`src/rtl/matriz_barrido_pkg.sv`:
```
// Shared definitions for the LED matrix row scanner: state encodings,
// blank-drive constants and tick-counter sizing.
package matriz_barrido_pkg;

    localparam int unsigned TICK_W    = 16;
    localparam int unsigned ROW_CNT_W = 3;
    localparam int unsigned NUM_ROWS  = 8;

    localparam logic [7:0] ROW_OFF = 8'h00;
    localparam logic [7:0] COL_OFF = 8'hFF;

    typedef enum logic [1:0] {
        IDLE  = 2'b00,
        LOAD  = 2'b01,
        SHOW  = 2'b10,
        BLANK = 2'b11
    } state_t;

    // Counter preload for a phase of 'ticks' cycles; the last cycle is count 0.
    function automatic logic [TICK_W-1:0] tick_load(input int unsigned ticks);
        return (ticks == 0) ? '0 : TICK_W'(ticks - 1);
    endfunction

endpackage

```
`src/rtl/matriz_barrido_contador.sv`:
```
// Down-counter timing the SHOW and BLANK phases: load, decrement, zero flag.
module matriz_barrido_contador
    import matriz_barrido_pkg::*;
#(
    parameter int unsigned W = TICK_W
) (
    input  logic         clk,
    input  logic         rst,
    input  logic         load,
    input  logic [W-1:0] load_value,
    input  logic         dec,
    output logic         zero_c
);

    logic [W-1:0] count;

    always_ff @(posedge clk) begin
        if (rst) begin
            count <= '0;
        end else if (load) begin
            count <= load_value;
        end else if (dec && (count != '0)) begin
            count <= count - W'(1);
        end
    end

    assign zero_c = (count == '0);

endmodule

```
`src/rtl/matriz_barrido.sv`:
```
// Row-multiplexed LED matrix driver: latches a frame from the painter stage,
// then lights each row in turn with an optional all-off gap between rows.
module matriz_barrido
    import matriz_barrido_pkg::*;
#(
    parameter int unsigned DATAWIDTH_BUS = 8,
    parameter int unsigned ROW_TICKS     = 6250,
    parameter int unsigned BLANK_TICKS   = 250
) (
    input  logic                     BARRIDO_CLOCK_50,
    input  logic                     BARRIDO_RESET_InHigh,
    input  logic                     BARRIDO_ENABLE_IN,
    input  logic [DATAWIDTH_BUS-1:0] BARRIDO_R7_IN,
    input  logic [DATAWIDTH_BUS-1:0] BARRIDO_R6_IN,
    input  logic [DATAWIDTH_BUS-1:0] BARRIDO_R5_IN,
    input  logic [DATAWIDTH_BUS-1:0] BARRIDO_R4_IN,
    input  logic [DATAWIDTH_BUS-1:0] BARRIDO_R3_IN,
    input  logic [DATAWIDTH_BUS-1:0] BARRIDO_R2_IN,
    input  logic [DATAWIDTH_BUS-1:0] BARRIDO_R1_IN,
    input  logic [DATAWIDTH_BUS-1:0] BARRIDO_R0_IN,
    output logic [DATAWIDTH_BUS-1:0] BARRIDO_ROW_OUT,
    output logic [DATAWIDTH_BUS-1:0] BARRIDO_COL_OUT,
    output logic                     BARRIDO_FRAME_DONE_OUT
);

    localparam logic [TICK_W-1:0]        ROW_LOAD   = tick_load(ROW_TICKS);
    localparam logic [TICK_W-1:0]        BLANK_LOAD = tick_load(BLANK_TICKS);
    localparam logic [DATAWIDTH_BUS-1:0] ROW_IDLE   = DATAWIDTH_BUS'(ROW_OFF);
    localparam logic [DATAWIDTH_BUS-1:0] COL_IDLE   = DATAWIDTH_BUS'(COL_OFF);
    localparam logic [ROW_CNT_W-1:0]     LAST_ROW   = ROW_CNT_W'(NUM_ROWS - 1);

    logic [DATAWIDTH_BUS-1:0] frame_in [NUM_ROWS];
    logic [DATAWIDTH_BUS-1:0] shadow   [NUM_ROWS];

    state_t                   state;
    state_t                   next_state;
    logic [ROW_CNT_W-1:0]     row;
    logic [ROW_CNT_W-1:0]     next_row;
    logic                     advance;
    logic                     cnt_load;
    logic [TICK_W-1:0]        cnt_value;
    logic                     cnt_dec;
    logic                     tick_zero;
    logic [DATAWIDTH_BUS-1:0] next_row_out;
    logic [DATAWIDTH_BUS-1:0] next_col_out;
    logic                     next_frame_done;

    assign frame_in[0] = BARRIDO_R0_IN;
    assign frame_in[1] = BARRIDO_R1_IN;
    assign frame_in[2] = BARRIDO_R2_IN;
    assign frame_in[3] = BARRIDO_R3_IN;
    assign frame_in[4] = BARRIDO_R4_IN;
    assign frame_in[5] = BARRIDO_R5_IN;
    assign frame_in[6] = BARRIDO_R6_IN;
    assign frame_in[7] = BARRIDO_R7_IN;

    matriz_barrido_contador #(
        .W (TICK_W)
    ) u_contador (
        .clk        (BARRIDO_CLOCK_50),
        .rst        (BARRIDO_RESET_InHigh),
        .load       (cnt_load),
        .load_value (cnt_value),
        .dec        (cnt_dec),
        .zero_c     (tick_zero)
    );

    // Next state, counter control and the output values for the next state.
    always_comb begin
        next_state      = state;
        next_row        = row;
        advance         = 1'b0;
        cnt_load        = 1'b0;
        cnt_value       = '0;
        cnt_dec         = 1'b0;
        next_row_out    = ROW_IDLE;
        next_col_out    = COL_IDLE;
        next_frame_done = 1'b0;

        if (!BARRIDO_ENABLE_IN) begin
            next_state = IDLE;
            next_row   = '0;
            cnt_load   = 1'b1;
        end else begin
            case (state)
                IDLE: begin
                    next_state = LOAD;
                    next_row   = '0;
                end
                LOAD: begin
                    next_state = SHOW;
                    next_row   = '0;
                    cnt_load   = 1'b1;
                    cnt_value  = ROW_LOAD;
                end
                SHOW: begin
                    if (!tick_zero) begin
                        cnt_dec = 1'b1;
                    end else if (BLANK_TICKS != 0) begin
                        next_state = BLANK;
                        cnt_load   = 1'b1;
                        cnt_value  = BLANK_LOAD;
                    end else begin
                        advance = 1'b1;
                    end
                end
                BLANK: begin
                    if (!tick_zero) begin
                        cnt_dec = 1'b1;
                    end else begin
                        advance = 1'b1;
                    end
                end
                default: next_state = IDLE;
            endcase
        end

        if (advance) begin
            cnt_load = 1'b1;
            if (row != LAST_ROW) begin
                next_row   = row + ROW_CNT_W'(1);
                next_state = SHOW;
                cnt_value  = ROW_LOAD;
            end else begin
                next_row        = '0;
                next_state      = LOAD;
                next_frame_done = 1'b1;
            end
        end

        // Leaving LOAD the shadow is still being written, so take row 0 straight from the inputs.
        if (next_state == SHOW) begin
            next_row_out = DATAWIDTH_BUS'(1) << next_row;
            next_col_out = ~((state == LOAD) ? frame_in[next_row] : shadow[next_row]);
        end
    end

    always_ff @(posedge BARRIDO_CLOCK_50) begin
        if (BARRIDO_RESET_InHigh) begin
            state                  <= IDLE;
            row                    <= '0;
            for (int i = 0; i < NUM_ROWS; i++) begin
                shadow[i] <= '0;
            end
            BARRIDO_ROW_OUT        <= ROW_IDLE;
            BARRIDO_COL_OUT        <= COL_IDLE;
            BARRIDO_FRAME_DONE_OUT <= 1'b0;
        end else begin
            state <= next_state;
            row   <= next_row;
            if (state == LOAD) begin
                shadow <= frame_in;
            end
            BARRIDO_ROW_OUT        <= next_row_out;
            BARRIDO_COL_OUT        <= next_col_out;
            BARRIDO_FRAME_DONE_OUT <= next_frame_done;
        end
    end

endmodule

```
`config.mk`:
```
export PLATFORM = sky130hd
export DESIGN_NAME = matriz_barrido
export DESIGN_NICKNAME = d
export VERILOG_FILES = /design/src/rtl/matriz_barrido_pkg.sv /design/src/rtl/matriz_barrido_contador.sv /design/src/rtl/matriz_barrido.sv
export SDC_FILE = /design/constraint.sdc
export NUM_CORES = 1
export LEC_CHECK = 0
export ABC_CLOCK_PERIOD_IN_PS = 2300
export BUFFER_PORTS_ARGS = -buffer_cell sky130_fd_sc_hd__buf_2
export CAP_MARGIN = 20
export CORE_MARGIN = 3
export CORE_UTILIZATION = 51
export CTS_CLUSTER_SIZE = 24
export DETAILED_ROUTE_END_ITERATION = 16
export GPL_TIMING_DRIVEN = 0
export PLACE_DENSITY = 0.76
export SKIP_CTS_REPAIR_TIMING = 1
export SLEW_MARGIN = 20
export SYNTH_ARGS = -nofsm -noshare
export SYNTH_HDL_FRONTEND = slang
export SYNTH_SLANG_ARGS = --single-unit
```
`constraint.sdc`:
```
create_clock -name BARRIDO_CLOCK_50 -period 2.3 [get_ports BARRIDO_CLOCK_50]
set_input_delay 0.345 -clock BARRIDO_CLOCK_50 [delete_from_list [all_inputs] [get_ports BARRIDO_CLOCK_50]]
set_output_delay 0.345 -clock BARRIDO_CLOCK_50 [all_outputs]
set_load 0.01 [all_outputs]
```
## Yosys cells after proc, flatten, opt, wreduce, memory -nomap -nowiden

Cells that the tools add are included.

- Add/sub/neg operators: 2
- Multiply operators: 0
- Divide/modulo/power cells: 0
- Order comparisons: 1
- Equality and inequality tests: 5
- Shift operators: 1
- Muxes and demuxes: 33
- Bitwise operators: 4
- Reductions and logical operators: 9

Operator list:

| cell | count |
|---|---|
| two-way mux 16 bit | 4 |
| binary-select mux 8 bit (select 3 bit) | 2 |
| two-way mux 8 bit | 6 |
| one-hot mux 13 bit (2 select lines) | 1 |
| logical NOT 16 bit | 1 |
| nonzero test 16 bit | 1 |
| subtractor 16 x 1 -> 16 bit, second input constant | 1 |
| two-way mux 13 bit | 1 |
| two-way mux 3 bit | 4 |
| two-way mux 1 bit | 9 |
| two-way mux 2 bit | 4 |
| inverter 8 bit | 1 |
| OR reduction 2 bit | 4 |
| left shift 1 x 3 -> 8 bit, first input constant | 1 |
| equality test 2 bit, second input constant | 3 |
| one-hot mux 2 bit (3 select lines) | 1 |
| greater-or-equal comparator 4 bit, second input constant | 1 |
| inverter 3 -> 4 bit | 1 |
| adder 3 x 1 -> 3 bit, second input constant | 1 |
| inequality test 3 bit, second input constant | 1 |
| equality test 2 x 1 -> 1 bit, second input constant | 1 |
| logical NOT 2 bit | 1 |
| inverter 1 bit | 2 |
| one-hot mux 1 bit (2 select lines) | 1 |
| 2 further kinds | 2 |

- Bits in registers: 102
- Bits in latches: 0
- Memory bits (writable): 0
- ROM bits: 0
- Memories kept: 0

## Logic depth before layout (Yosys ltp)

- Depth in word-level cells: 11
- Gate-level depth with buffers: 12
- Gate-level depth less buffers: 10

## By module

A second synthesis with hierarchy kept.

- Cell total of the unflattened synthesis: 625
- Area, all modules: 5,492.8 um^2

Modules (own cells, without submodules):

| module | times used | cells an instance | area an instance (um^2) | sequential area each (um^2) |
|---|---|---|---|---|
| matriz_barrido | 1 | 495 | 4,349.2 | 1,721.7 |
| matriz_barrido_contador | 1 | 130 | 1,143.6 | 320.3 |

## Worst setup path before layout

OpenSTA, ideal clock, no wires.

- Kind: reg2reg
- From: reg state[1]
- To: reg BARRIDO_COL_OUT[3]
- Data arrival time: 2.196 ns
- Required time: 2.162 ns
- Slack: -0.033 ns
- Cell stages (with the launch flop): 13
- Path buffers: 2
- Cell sequence: dfxtp_1 -> inv_1 -> ha_1 -> clkbuf_1 -> nor3b_1 -> and2_1 -> o21ai_1 -> nand2_2 -> buf_2 -> nand2_1 -> and3_1 -> o311ai_1 -> o311ai_1

- Word-level cells in the longest chain between the ends: 11

Ends and longest elaborated chain:

| item | line | source |
|---|---|---|
| from (decl) | matriz_barrido.sv:35 | `state_t state;` |
| from (signal assigned) | matriz_barrido.sv:149 | `state <= next_state;` |
| equality test 2 x 1 -> 1 bit / logical NOT 2 bit (equally long branches) | matriz_barrido.sv:85, matriz_barrido.sv:134 |  |
| OR reduction 2 bit (no source line) | - |  |
| two-way mux 3 bit | matriz_barrido.sv:85 | `case (state)` |
| two-way mux 3 bit | matriz_barrido.sv:80 | `if (!BARRIDO_ENABLE_IN) begin` |
| two-way mux 3 bit | matriz_barrido.sv:118 | `if (advance) begin` |
| inverter 3 -> 4 bit (implied by the code) | matriz_barrido.sv:134 | `next_col_out = ~((state == LOAD) ? frame_in[next_row] : shadow[next_row]);` |
| binary-select mux 8 bit (select 3 bit) | matriz_barrido.sv:134 |  |
| two-way mux 8 bit (implied by the code) (2 in series) | matriz_barrido.sv:134 |  |
| two-way mux 8 bit | matriz_barrido.sv:134 |  |
| inverter 8 bit | matriz_barrido.sv:134 |  |
| to (signal assigned) | matriz_barrido.sv:155 | `BARRIDO_COL_OUT <= next_col_out;` |
| to (decl) | matriz_barrido.sv:22 | `output logic [DATAWIDTH_BUS-1:0] BARRIDO_COL_OUT,` |

Several ways; a longest one is shown, not always the timed one. The select of a mux whose other input is x is not followed.
A chain may end at the register's enable or synchronous reset.

## Worst setup path in the final report

- From: reg u_contador.count[6]
- To: reg BARRIDO_COL_OUT[0]

- Word-level cells in the longest chain between the ends: 11

Ends and longest elaborated chain:

| item | line | source |
|---|---|---|
| from (decl) | matriz_barrido_contador.sv:15 | `logic [W-1:0] count;` |
| from (signal assigned) | matriz_barrido_contador.sv:21 | `count <= load_value;` |
| from (signal assigned) | matriz_barrido_contador.sv:23 | `count <= count - W'(1);` |
| logical NOT 16 bit (*) | matriz_barrido_contador.sv:27 | `assign zero_c = (count == '0);` |
| two-way mux 1 bit (2 in series) | - |  |
| two-way mux 1 bit | matriz_barrido.sv:80 |  |
| two-way mux 3 bit | matriz_barrido.sv:118 |  |
| inverter 3 -> 4 bit (implied by the code) | matriz_barrido.sv:134 |  |
| binary-select mux 8 bit (select 3 bit) | matriz_barrido.sv:134 |  |
| two-way mux 8 bit (implied by the code) (2 in series) | matriz_barrido.sv:134 |  |
| two-way mux 8 bit | matriz_barrido.sv:134 |  |
| inverter 8 bit | matriz_barrido.sv:134 |  |

Mark *: on every way between the ends. The rest lies on a longest branch, timed or not. The select of a mux whose other input is x is not followed.

==> metrics.cfg <==
[run_status]
violations = setup timing
outcome = complete, but fails checks

[synthesis]
netlist_top_cells_count = dfxtp_1 (102), nor2_1 (97), mux2i_1 (73)
ys_async_sr_fraction = 0
ys.flop_type = dfxtp_1
yosys_warnings = 0
synthTopCellsByArea = dfxtp_1 (41%), mux2i_1 (14%), nor2_1 (7.2%)
yosysSeqAreaShare = 0.4052
synth.largest_area_cell = dfxtp_1
synth_cell_types = 63
synthCells = 570
syn_area_um2 = 5040
syn_area_per_cell_um2 = 8.842
yosys_register_bits = 102
synth-edff-count = 0
netlist.area_leader.share = 0.4052
syn-num-nets = 645
synth.most_common_cell = dfxtp_1

[place]
post-place-ws_ns = -0.8849
place_area_um2 = 5612
gp_congestion = 0.8951
place_hpwl_mm = 11.15
io_buffers = 81
dp.cells = 780

[sta]
drv_slew = 0
hold_violations = 0
clock-skew-final_ns = 0.01841
max_freq_ghz = 0.3821
period_share = 1.138
slew_headroom = 0.4943
worst_pin_slew_ns = 0.7585
setup_ws_ns = -0.3170
setup_tns_ns = -2.789
setup_viol = 15
finalCriticalPeriod_ns = 2.617
rsz0062_at_grt = yes

[grt]
grt_pass1_wl_mm = 23.85
antenna_found_initial = 0
track_usage = 0.2691
grt_max_degree = 20
grt-ovfl-total = 0
grt_pass1_vias = 4693

[clock_tree]
htree_levels = 3
cts_tree = yes
cts_sinks = 102
clk_transition_reported_paths_ns = 0.11
cts_inserted_buffers = 9
cts_max_path_buffers = 2
cts_root_buf = clkbuf_8
clkLatencyLatePin_ns = 0.38

[critical_path]
start_kind = flip-flop
critical_path_class = flip-flop to flip-flop
end_kind = flip-flop
crit_arrival_ns = 2.84
required_ns = 2.52
cp_max_fo = 10

[die]
die_w_um = 105.4
fp.coreArea_um2 = 9415
fp-row-count = 35
io_pins = 84
die-area_um2 = 11110
die_h_um = 105.4
start_util = 0.5353

[drt]
vias = 5137
drt_iter0_markers = 491
ant_nets = 0
routed_wl_mm = 17.23
avgRoutedWirePerCell_um = 21.19
drc = 0
vias_per_cell = 6.319
drt-pass1-iter-count = 5

[pwr]
power_density_nw_per_um2 = 643.6
worst_ir_drop_vdd_mv = 0.3315
leakage_nw = 2.508

[finish]
antennaDiodeCount = 0
drive_gt1_frac = 0.3231
fin_nets = 754
area_delta_synth_final_pct = 29.99
seq_area_um2 = 2051
stdcell_count = 813
multi_input_comb_area_um2 = 3277
fillers = 695
post-route-util = 0.6958
final_area_um2 = 6551

[job]
drv_cap = 0

[worst_hold_path]
hp-class = primary input to flip-flop

[report_power, final]
group | internal [mW] | switching (mW)
Clock | 0.421 | 0.709
Combinational | 0.462 | 0.625
Sequential | 1.89 | 0.105
Total | 2.78 | 1.44
[area by class of cell]
class,count,share of cell area
tap,129,0.02464
inverter,11,0.006303
timing repair buffer,100,0.08384
sequential,102,0.3130
buffer,38,0.04297
multi-input combinational,417,0.5002
clock inverter,7,0.01012
clock buffer,9,0.01891
[cells by family (layout without fill, tap and decap cells)]
logic type	count (synthesis)	count (layout)	share of synthesized area
and+or+nand+nor	192	192	0.1780
AOI/OAI and AO/OA	138	138	0.1954
DFF	102	102	0.4052
muxes	73	73	0.1450
buffers and inverters	51	165	0.04618
adders and majority gates	8	8	0.01986
xor gates and xnor gates	6	6	0.01043
[worst paths after layout]
kind	cells after the start	startpoint	slack [ns]	to
setup / recovery	9	u_contador.count[6]	-0.32	BARRIDO_COL_OUT[0]
hold reg to reg	2	shadow[10]	0.51	shadow[10]
setup reg to reg	9	u_contador.count[6]	-0.32	BARRIDO_COL_OUT[0]
hold / removal	3	BARRIDO_R3_IN[3]	0.22	shadow[35]
[worst max-delay path, stage by stage (launching register included)]
cell       delay, ns
dfxtp_1         0.39
nor4_4          0.40
and3_4          0.28
buf_8           0.14
nand2_8         0.10
a21oi_4         0.31
buf_6           0.22
o22ai_1         0.13
a2111oi_4       0.40
a311oi_2        0.07
[registers in the layout, summed over array words and instances, names as in the netlist]
name / flops
BARRIDO_COL_OUT: 8
u_contador.count: 16
row: 3
BARRIDO_ROW_OUT: 8
shadow: 64
BARRIDO_FRAME_DONE_OUT: 1
state: 2
[per-stage QoR]
stage	hold slack, ns	power, mW
final	0.2151	4.217
after detailed placement	0.4845	2.878
after floorplan	0.4596	2.629
after global placement	0.4723	2.843
after CTS	0.2083	3.978
after global routing	0.2127	4.374
[layout by cell type (no fill, tap or decap), types with 5 or more instances in the layout]
master     instances
a2111oi_4          8
a21oi_1           34
and3_1             7
buf_2             82
buf_4             19
buf_6             10
clkbuf_1           9
clkbuf_2           9
clkbuf_4           5
clkbuf_8           9
dfxtp_1           97
inv_1              9
mux2i_1           69
nand2_1           43
nor2_1            95
o21ai_0            9
o21ai_1            5
o221ai_1          13
o22ai_1            9
o22ai_2            8
or3_1              6
xor2_1             5
[layer usage]
metal  track usage  vias up  wire, um  share of wire
met5             0        -         0              0
met4        0.1209        0       648          0.038
met3       0.04409       61      1678          0.097
met2        0.4121      359      8063           0.47
met1        0.3716     2433      6840           0.40
li1              -     2284         -              -
Power figures use the tool's default switching activity.
